--- config.mk ---
export PLATFORM = sky130hd
export DESIGN_NAME = multicycle_control
export DESIGN_NICKNAME = d
export VERILOG_FILES = /design/src/rtl/multicycle_control.sv
export SDC_FILE = /design/constraint.sdc
export NUM_CORES = 1
export LEC_CHECK = 0
export CAP_MARGIN = 20
export CORE_UTILIZATION = 47
export DETAILED_ROUTE_END_ITERATION = 7
export GPL_TIMING_DRIVEN = 0
export PLACE_DENSITY_LB_ADDON = 0.1
export SETUP_SLACK_MARGIN = 0.3
export SYNTH_ARGS = -nofsm -noshare
export SYNTH_HDL_FRONTEND = slang
export SYNTH_SLANG_ARGS = --single-unit
--- constraint.sdc ---
create_clock -name clk -period 2.1 [get_ports clk]
set_input_delay 0.21 -clock clk [delete_from_list [all_inputs] [get_ports clk]]
set_output_delay 0.21 -clock clk [all_outputs]
set_load 0.01 [all_outputs]
--- src/rtl/multicycle_control.sv ---
// Main control FSM for the multicycle MIPS datapath: sequences fetch/decode/execute/
// memory/write-back and decodes every mux select and write strobe from the current state.
module multicycle_control #(
  parameter int MEM_TIMEOUT = 255,
  parameter int CNT_W       = 8
) (
  input  logic       clk,
  input  logic       reset,
  input  logic [5:0] opcode,
  input  logic       mem_ready,
  output logic       PCWrite,
  output logic       PCWriteCond,
  output logic       IorD,
  output logic       MemRead,
  output logic       MemWrite,
  output logic       IRWrite,
  output logic       MemtoReg,
  output logic       RegDst,
  output logic       RegWrite,
  output logic       ALUSrcA,
  output logic [1:0] ALUSrcB,
  output logic [1:0] AluOp,
  output logic [1:0] PCSource,
  output logic [3:0] state,
  output logic       instr_done,
  output logic       illegal_op,
  output logic       mem_error
);

  typedef enum logic [3:0] {
    FETCH      = 4'd0,
    DECODE     = 4'd1,
    MEM_ADDR   = 4'd2,
    MEM_READ   = 4'd3,
    MEM_WB     = 4'd4,
    MEM_WRITE  = 4'd5,
    EXECUTE    = 4'd6,
    R_COMPLETE = 4'd7,
    BRANCH     = 4'd8,
    JUMP       = 4'd9,
    ADDI_EXEC  = 4'd10,
    ADDI_WB    = 4'd11
  } state_t;

  localparam logic [5:0] OP_R    = 6'b000000;
  localparam logic [5:0] OP_LW   = 6'b100011;
  localparam logic [5:0] OP_SW   = 6'b101011;
  localparam logic [5:0] OP_BEQ  = 6'b000100;
  localparam logic [5:0] OP_J    = 6'b000010;
  localparam logic [5:0] OP_ADDI = 6'b001000;

  localparam bit               TMO_EN  = (MEM_TIMEOUT != 0);
  localparam logic [CNT_W-1:0] TMO_VAL = CNT_W'(MEM_TIMEOUT);

  state_t           cur;
  state_t           nxt;
  logic [CNT_W-1:0] wait_cnt;
  logic             mem_state;
  logic             timeout;
  logic             legal_op;

  assign mem_state = (cur == FETCH) || (cur == MEM_READ) || (cur == MEM_WRITE);
  assign timeout   = TMO_EN && mem_state && !mem_ready && (wait_cnt == TMO_VAL);
  assign legal_op  = (opcode == OP_R) || (opcode == OP_LW) || (opcode == OP_SW) ||
                     (opcode == OP_BEQ) || (opcode == OP_J) || (opcode == OP_ADDI);
  assign state     = cur;

  always_comb begin
    nxt = FETCH;
    case (cur)
      FETCH:      nxt = mem_ready ? DECODE : FETCH;
      DECODE: begin
        case (opcode)
          OP_R:          nxt = EXECUTE;
          OP_LW, OP_SW:  nxt = MEM_ADDR;
          OP_BEQ:        nxt = BRANCH;
          OP_J:          nxt = JUMP;
          OP_ADDI:       nxt = ADDI_EXEC;
          default:       nxt = FETCH;
        endcase
      end
      MEM_ADDR: begin
        if (opcode == OP_LW)      nxt = MEM_READ;
        else if (opcode == OP_SW) nxt = MEM_WRITE;
        else                      nxt = FETCH;
      end
      MEM_READ:   nxt = mem_ready ? MEM_WB : (timeout ? FETCH : MEM_READ);
      MEM_WRITE:  nxt = (mem_ready || timeout) ? FETCH : MEM_WRITE;
      EXECUTE:    nxt = R_COMPLETE;
      ADDI_EXEC:  nxt = ADDI_WB;
      default:    nxt = FETCH;
    endcase
  end

  // The wait counter restarts on any state change and after a timeout, so a
  // retried FETCH gets a full wait window again.
  always_ff @(posedge clk or posedge reset) begin
    if (reset) begin
      cur      <= FETCH;
      wait_cnt <= '0;
    end else begin
      cur <= nxt;
      if (nxt != cur || timeout)
        wait_cnt <= '0;
      else if (mem_state && !mem_ready && wait_cnt != '1)
        wait_cnt <= wait_cnt + CNT_W'(1);
    end
  end

  always_comb begin
    PCWrite     = 1'b0;
    PCWriteCond = 1'b0;
    IorD        = 1'b0;
    MemRead     = 1'b0;
    MemWrite    = 1'b0;
    IRWrite     = 1'b0;
    MemtoReg    = 1'b0;
    RegDst      = 1'b0;
    RegWrite    = 1'b0;
    ALUSrcA     = 1'b0;
    ALUSrcB     = 2'b00;
    AluOp       = 2'b00;
    PCSource    = 2'b00;
    instr_done  = 1'b0;
    illegal_op  = 1'b0;
    case (cur)
      FETCH: begin
        MemRead = 1'b1;
        ALUSrcB = 2'b01;
        IRWrite = mem_ready;
        PCWrite = mem_ready;
      end
      DECODE: begin
        ALUSrcB    = 2'b11;
        illegal_op = !legal_op;
      end
      MEM_ADDR, ADDI_EXEC: begin
        ALUSrcA = 1'b1;
        ALUSrcB = 2'b10;
      end
      MEM_READ: begin
        MemRead = 1'b1;
        IorD    = 1'b1;
      end
      MEM_WB: begin
        RegWrite   = 1'b1;
        MemtoReg   = 1'b1;
        instr_done = 1'b1;
      end
      MEM_WRITE: begin
        MemWrite   = 1'b1;
        IorD       = 1'b1;
        instr_done = mem_ready;
      end
      EXECUTE: begin
        ALUSrcA = 1'b1;
        AluOp   = 2'b10;
      end
      R_COMPLETE: begin
        RegWrite   = 1'b1;
        RegDst     = 1'b1;
        instr_done = 1'b1;
      end
      BRANCH: begin
        ALUSrcA     = 1'b1;
        AluOp       = 2'b01;
        PCWriteCond = 1'b1;
        PCSource    = 2'b01;
        instr_done  = 1'b1;
      end
      JUMP: begin
        PCWrite    = 1'b1;
        PCSource   = 2'b10;
        instr_done = 1'b1;
      end
      ADDI_WB: begin
        RegWrite   = 1'b1;
        instr_done = 1'b1;
      end
      default: ;
    endcase
    mem_error = timeout;
    if (timeout) begin
      PCWrite     = 1'b0;
      PCWriteCond = 1'b0;
      MemWrite    = 1'b0;
      IRWrite     = 1'b0;
      RegWrite    = 1'b0;
    end
    // Reset is asynchronous, so strobes are masked directly to keep them from
    // pulsing while the state register is being forced back to FETCH.
    if (reset) begin
      PCWrite     = 1'b0;
      PCWriteCond = 1'b0;
      MemRead     = 1'b0;
      MemWrite    = 1'b0;
      IRWrite     = 1'b0;
      RegWrite    = 1'b0;
      instr_done  = 1'b0;
      illegal_op  = 1'b0;
      mem_error   = 1'b0;
    end
  end

endmodule

==> results of run 1 <==
==> timing repair <==
| item | 4_1_cts | 5_1_grt |
|---|---|---|
| hold buffers | 0 | 0 |
| setup buffers | 22 | 5 |
| pin swaps | 6 | 3 |
| resized for setup | 87 | 37 |
| endpoints found under the setup margin | 27 | 23 |
==> routing by layer <==
layer,vias up,routed length [um]
li1,606,-
met1,661,1681
met2,72,2028
met3,13,241
met4,0,107
met5,-,0
==> layout make-up <==
type | count | area [um^2]
timing repair buffer | 58 | 445.4
clock buffer | 3 | 22.52
multi-input combinational | 110 | 905.9
tap | 28 | 35.03
fill | 130 | 407.9
inverter | 5 | 22.52
sequential | 12 | 304.0
buffer | 8 | 90.09
==> cell usage after synthesis, drive strengths merged (2+ instances only) <==
library cell   n  area [um^2]
a21oi          7        38.79
a32oi          2        25.03
and2           8        50.05
and3           2        12.51
buf            6        46.28
clkbuf         2        7.510
dfrtp         12        300.3
inv            5        18.77
mux2           2        22.52
nand2          5        18.77
nand2b         7        43.79
nand3          6        30.03
nand3b         3        35.03
nor2          17        78.82
nor3          10        55.05
nor4           5        46.29
o21ai          5        25.02
or2            3        18.77
xnor2          5        43.79
xor2           4        35.03
==> kinds of logic (layout without fill, tap and decap cells) <==
kind of cell / count (synthesis) / in the layout / share of synthesized area, %
simple gates: 74 / 74 / 40.31
xor+xnor: 9 / 9 / 7.054
fa+ha+maj: 1 / 1 / 1.120
compound gates: 23 / 23 / 15.23
buf+inv: 13 / 74 / 6.494
mux: 3 / 3 / 2.911
flops: 12 / 12 / 26.88
==> how the worst min path moves through the flow <==
stage	startpoint	endpoint	slack, ps	cells past startpoint
5_1_grt	wait_cnt[0]$_DFFE_PP0P_	wait_cnt[0]$_DFFE_PP0P_	580	2
2_1_floorplan	reset	state[0]$_DFF_PP0_	80	1
6_report	reset	state[0]$_DFF_PP0_	570	3
3_3_place_gp	wait_cnt[0]$_DFFE_PP0P_	wait_cnt[0]$_DFFE_PP0P_	470	1
4_1_cts	reset	wait_cnt[6]$_DFFE_PP0P_	530	3
3_5_place_dp	wait_cnt[0]$_DFFE_PP0P_	wait_cnt[0]$_DFFE_PP0P_	490	1
==> tightest hold or removal path: cells and delay by family <==
kind     cells  cell delay (ps)
buf+inv      3              990
==> per-stage QoR <==
| stage | cell area [um^2] | utilization, % | worst slack [ps] |
|---|---|---|---|
| 2_1_floorplan | 1132 | - | 294.6 |
| 5_1_grt | 1826 | 81.74 | -123.2 |
| 3_3_place_gp | 1478 | 66.16 | -234.4 |
| 3_5_place_dp | 1478 | 66.16 | -243.6 |
| 4_1_cts | 1737 | 77.76 | -27.80 |
| 6_report | 1826 | 81.74 | -45.90 |
==> sequential cells by signal (all words and copies together), names as in the netlist <==
register and count:
state 4, wait_cnt 8
==> power by group through the flow <==
stage / combinational [mW] / clock [mW] / sequential (mW)
floorplan: 0.132 / 0 / 0.272
global route: 0.352 / 0.150 / 0.272
global placement: 0.206 / 0 / 0.273
CTS: 0.285 / 0.140 / 0.268
finish: 0.329 / 0.136 / 0.271
detailed placement: 0.210 / 0 / 0.275
==> summary.md, run 1 <==
| Metric | Value |
|---|---|
| Max-cap viol count | 0 |
| Unrepaired setup endpoints after global routing | yes |
| Total track usage | 31.05% |
| Reg clk slew, reported paths | 70 ps |
| Reg2reg end | wait_cnt[6]$_DFFE_PP0P_ |
| Clock buffer depth | 2 |
| Worst path cell trace | buf_6, xor2_4, mux2_4, nor3_4, or2_4, buf_4, nor4_2, buf_2 |
| Final period util | 102.2% |
| Clk pwr share | 18.5% |
| CP startpoint kind | flop |
| Vias in the first global route | 1236 |
| CP Depth | 8 |
| DR vias | 1352 |
| P_sw | 0.2500 mW |
| Critical path destination | PCWrite |
| Mapped Nets | 145 |
| Most frequent cells in the layout | buf_4 (25), nor2_1 (10), buf_2 (9), clkdlybuf4s50_1 (9), dfrtp_1 (9) |
| CTS buffer count | 3 |
| Buffers added on ports | 31 |
| Switching part of the total | 33.98% |
| Leakage | 0.8310 nW |
| Post-Syn Area per Cell | 8.276 um^2 |
| Worst Setup SP | state[0]$_DFF_PP0_ |
| Design Power | 0.7357 mW |
| Placed Instances | 194 |
| Setup TNS | -120.9 ps |
| Syn. warnings | 0 |
| Post-synth EDFFs | 0 |
| Flop-to-flop setup slack | 20 ps |
| Final Hold Fails | 0 |
| Comb pwr share | 44.7% |
| Failing checks | setup timing |
| Die X | 50.76 um |
| Worst hold path class | primary input to async pin |
| Status | complete, but fails checks |
| Reg-to-reg startpoint | state[0]$_DFF_PP0_ |
| Global placement routability congestion | 0.8728 |
| Ys async rst share | 100.0% |
| # IOs | 32 |
| Layout cell share with drive strength beyond 1 | 49.49% |
| Chip height | 50.76 um |
| Flops & latches, synth | 12 |
| GR Util met2 | 51.33% |
| Wire length per cell | 18.12 um |
| Max-slew violations | 0 |
| Layout Cells excl Fill | 224 |
| Initial antenna violation count | 0 |
| Full die area | 2576 um^2 |
| CTS sink count | 12 |
| Starting Density | 50.03% |
| Final setup violating endpoints | 3 |
| Setup Skew | 4.356 ps |
| Pint | 0.4857 mW |
| Cell Pwr Density | 403.0 nW/um^2 |
| Post-DP HPWL | 2.186 mm |
| First-pass GRT wire length | 5.865 mm |
| Setup crit end kind | output port |
| WP data required | 1890 ps |
| Met3 global-route usage | 5.455% |
| Final #Nets | 208 |
| Ys flop type | dfrtp_1 |
| Core Area | 2233 um^2 |
| Final wirelength | 4.059 mm |
| Yosys cell types | 50 |
| Initial DRC Count | 33 |
| Syn Inst Count | 135 |
| Diodes inserted | 0 |
| CP arrival | 1940 ps |
| FP Rows | 17 |
| Relative slew slack | 74.16% |
| CTS H-Tree Depth | 1 |
| Fmax | 466.0 MHz |
| Crit-path max FO | 4 |
| Sequential share of power | 36.8% |
| Buf/Inv on CP | 3 |
| Syn Std Cell Area | 1117 um^2 |
| Grt met1 use | 40.56% |
| Gr ovfl total | 0 |
| Final setup margin | -45.90 ps |
| Most used routing layer | met2 |
| Min Tclk post-route | 2146 ps |
| Worst VDD drop | 0.0005294 V |
| Drt first pass iters | 4 |
| Largest net degree at the start of global routing | 13 |
| Cell type group with the largest total delay on the critical path | flip-flops |
| CTS root buf | clkbuf_4 |
| Drc violations | 0 |
| Worst-margin pin slew | 386.5 ps |
| Worst skew pair latency | 270 ps |
| CP Class | flop to output port |
| FF-to-FF path depth | 9 |
| Slowest CP cell | dfrtp_2 |
| Final ANT Viol Nets | 0 |
| CTS tree | yes |
| Synthesis-to-finish area growth | 63.38% |
| Critical Path Max Stage Delay | 460 ps |
| Sequential-to-total area share from yosys stat | 26.88% |
| Commonest non-fill, non-tap cell in the layout | buf_4 |
| Via-to-Cell Ratio | 6.036 |
| Hold WS | 570.0 ps |
Power figures use the tool's default switching activity.
==> run 2: changes to the inputs <==
--- a/config.mk
+++ b/config.mk
@@ -6,7 +6,9 @@
 export NUM_CORES = 1
 export LEC_CHECK = 0
 export CAP_MARGIN = 20
-export CORE_UTILIZATION = 47
+export CELL_PAD_IN_SITES_DETAIL_PLACEMENT = 1
+export CELL_PAD_IN_SITES_GLOBAL_PLACEMENT = 1
+export CORE_UTILIZATION = 34
 export DETAILED_ROUTE_END_ITERATION = 7
 export GPL_TIMING_DRIVEN = 0
 export PLACE_DENSITY_LB_ADDON = 0.1
==> run 2 against run 1 <==
  * The flow still finishes with violations (setup timing)
  * Setup slack improved by 31 ps
  * Register-to-register slack improved by 40 ps
  * Non-clock buffer count down 5
  * Sequential power hardly changed
  * Power increased by 7.5%
  * Cell count increased by 5.4%
  * Flip-flop and latch count unchanged
  * Wire length up 6.9%
  * Worst hold slack gained 17 ps
  * Highest routed layer unchanged
==> summary.md, run 2 (synthesis results as in run 1) <==
| Metric | Value |
|---|---|
| Synthesis-to-finish area growth | 62.15% |
| FF-to-FF path depth | 8 |
| Final setup margin | -15.19 ps |
| Top sig layer | met4 |
| CP arrival | 1910 ps |
| Drc violations | 0 |
| CTS sink count | 12 |
| CTS tree | yes |
| # IOs | 32 |
| Final setup violating endpoints | 2 |
| Commonest non-fill, non-tap cell in the layout | buf_4 |
| CP startpoint kind | flop |
| Worst-margin pin slew | 401.0 ps |
| Final period util | 100.7% |
| Core Area | 3078 um^2 |
| Failing checks | setup timing |
| First-pass GRT wire length | 6.810 mm |
| Min Tclk post-route | 2115 ps |
| Diodes inserted | 0 |
| Met2 wire len | 2.380 mm |
| Final wirelength | 4.340 mm |
| Total track usage | 26.33% |
| Setup crit end kind | output port |
| Gr ovfl total | 0 |
| Final Hold Fails | 0 |
| Met1 WL | 1.743 mm |
| Placed Instances | 210 |
| Setup TNS | -20.97 ps |
| Status | complete, but fails checks |
| Worst hold path class | primary input to async pin |
| Final instance area | 1812 um^2 |
| Leakage | 0.8387 nW |
| FP Rows | 20 |
| Crit-path max FO | 4 |
| Chip height | 59.33 um |
| CTS root buf | clkbuf_4 |
| Hold_buf cts | 0 |
| Flop-to-flop setup slack | 60 ps |
| Reg clk slew, reported paths | 80 ps |
| Initial antenna violation count | 0 |
| Layout cell share with drive strength beyond 1 | 46.35% |
| Worst skew pair latency | 270 ps |
| CP Class | flop to output port |
| Vias in the first global route | 1380 |
| Cell Pwr Density | 436.7 nW/um^2 |
| Reg2reg end | wait_cnt[7]$_DFFE_PP0P_ |
| Largest register FFs | 8 |
| Max-slew violations | 0 |
| Largest net degree at the start of global routing | 13 |
| Initial DRC Count | 24 |
| CTS buffer count | 3 |
| Layout Cells excl Fill | 236 |
| Full die area | 3519 um^2 |
| Starting Density | 36.30% |
| Max-cap viol count | 0 |
| Biggest register | wait_cnt |
| CTS H-Tree Depth | 1 |
| Most frequent cells in the layout | buf_4 (21), nor2_1 (11), clkdlybuf4s50_1 (10) |
| Layout fillers | 374 |
| Placed Area | 1498 um^2 |
| Reg-to-reg startpoint | wait_cnt[1]$_DFFE_PP0P_ |
| Setup Skew | 5.993 ps |
| Post-Place Setup Slack | -305.1 ps |
| Buffers added on ports | 31 |
| Die X | 59.33 um |
| Global placement routability congestion | 0.8269 |
| WP data required | 1890 ps |
| Drt first pass iters | 4 |
| Post-DP HPWL | 2.631 mm |
| Final ANT Viol Nets | 0 |
| Fmax | 472.8 MHz |
| Clock buffer depth | 2 |
| Wire length per cell | 18.39 um |
| Via-to-Cell Ratio | 5.381 |
| Met3 wire len | 128 um |
| Worst VDD drop | 0.0004074 V |
| Relative slew slack | 73.02% |
| DR vias | 1270 |
| Final #Nets | 203 |
| Hold WS | 586.6 ps |
| Unrepaired setup endpoints after global routing | yes |
## run 2: cell types whose count changed in the layout (fill, tap and decap cells not counted), sizes merged
cell	previous run	this run
clkbuf	11	9
dlygate4sd2	5	8
clkdlybuf4s50	9	10
buf	44	38
## run 2: critical path, cell delays in order, from the launching register on
cell and delay [ps]:
dfrtp_1 420, ha_4 180, and4b_2 260, nand2_4 100, nor3_4 40, or2_4 270
nor4_2 200, buf_2 170
## run 2: power by group
group          switching, mW  internal [mW]
Clock                 0.0789          0.105
Combinational          0.158          0.177
Sequential            0.0227          0.249
## run 2: worst max-delay path by stage
stage / from / slack [ps] / end / cells after the start
floorplan: wait_cnt[0]$_DFFE_PP0P_ / 290 / wait_cnt[0]$_DFFE_PP0P_ / 7
global placement: state[1]$_DFF_PP0_ / -260 / PCWrite / 7
detailed placement: state[1]$_DFF_PP0_ / -310 / PCWrite / 7
CTS: wait_cnt[1]$_DFFE_PP0P_ / -0.5 / PCWriteCond / 7
global route: wait_cnt[0]$_DFFE_PP0P_ / -90 / PCWrite / 7
finish: wait_cnt[1]$_DFFE_PP0P_ / -20 / PCWriteCond / 7
## run 2: metrics by stage
step | total power, mW | utilization, %
3_3_place_gp | 0.4860 | 48.66
2_1_floorplan | 0.4034 | -
3_5_place_dp | 0.4955 | 48.66
4_1_cts | 0.7770 | 58.21
5_1_grt | 0.8286 | 58.86
6_report | 0.7911 | 58.86
## run 2: repair_timing
item / CTS / global route
gates cloned: 0 / 0
buffers inserted: 21 / 1
setup endpoints to repair: 27 / 21
pin swaps: 12 / 3
resized for setup: 88 / 19
## run 2: final cells by class
type                       count  area (um^2)  share of cell area (%)
sequential                    12        304.0                   16.78
timing repair buffer          53        430.4                   23.76
inverter                       5        22.52                   1.243
buffer                         8        85.08                   4.696
tap                           44        55.05                   3.039
multi-input combinational    110        878.3                   48.48
clock buffer                   4        36.28                   2.003
## run 2: metal layers
layer	global-route usage (%)	vias up
met5	0	-
met4	10.20	0
met3	1.528	10
met2	48.96	32
met1	31.30	635
li1	-	593
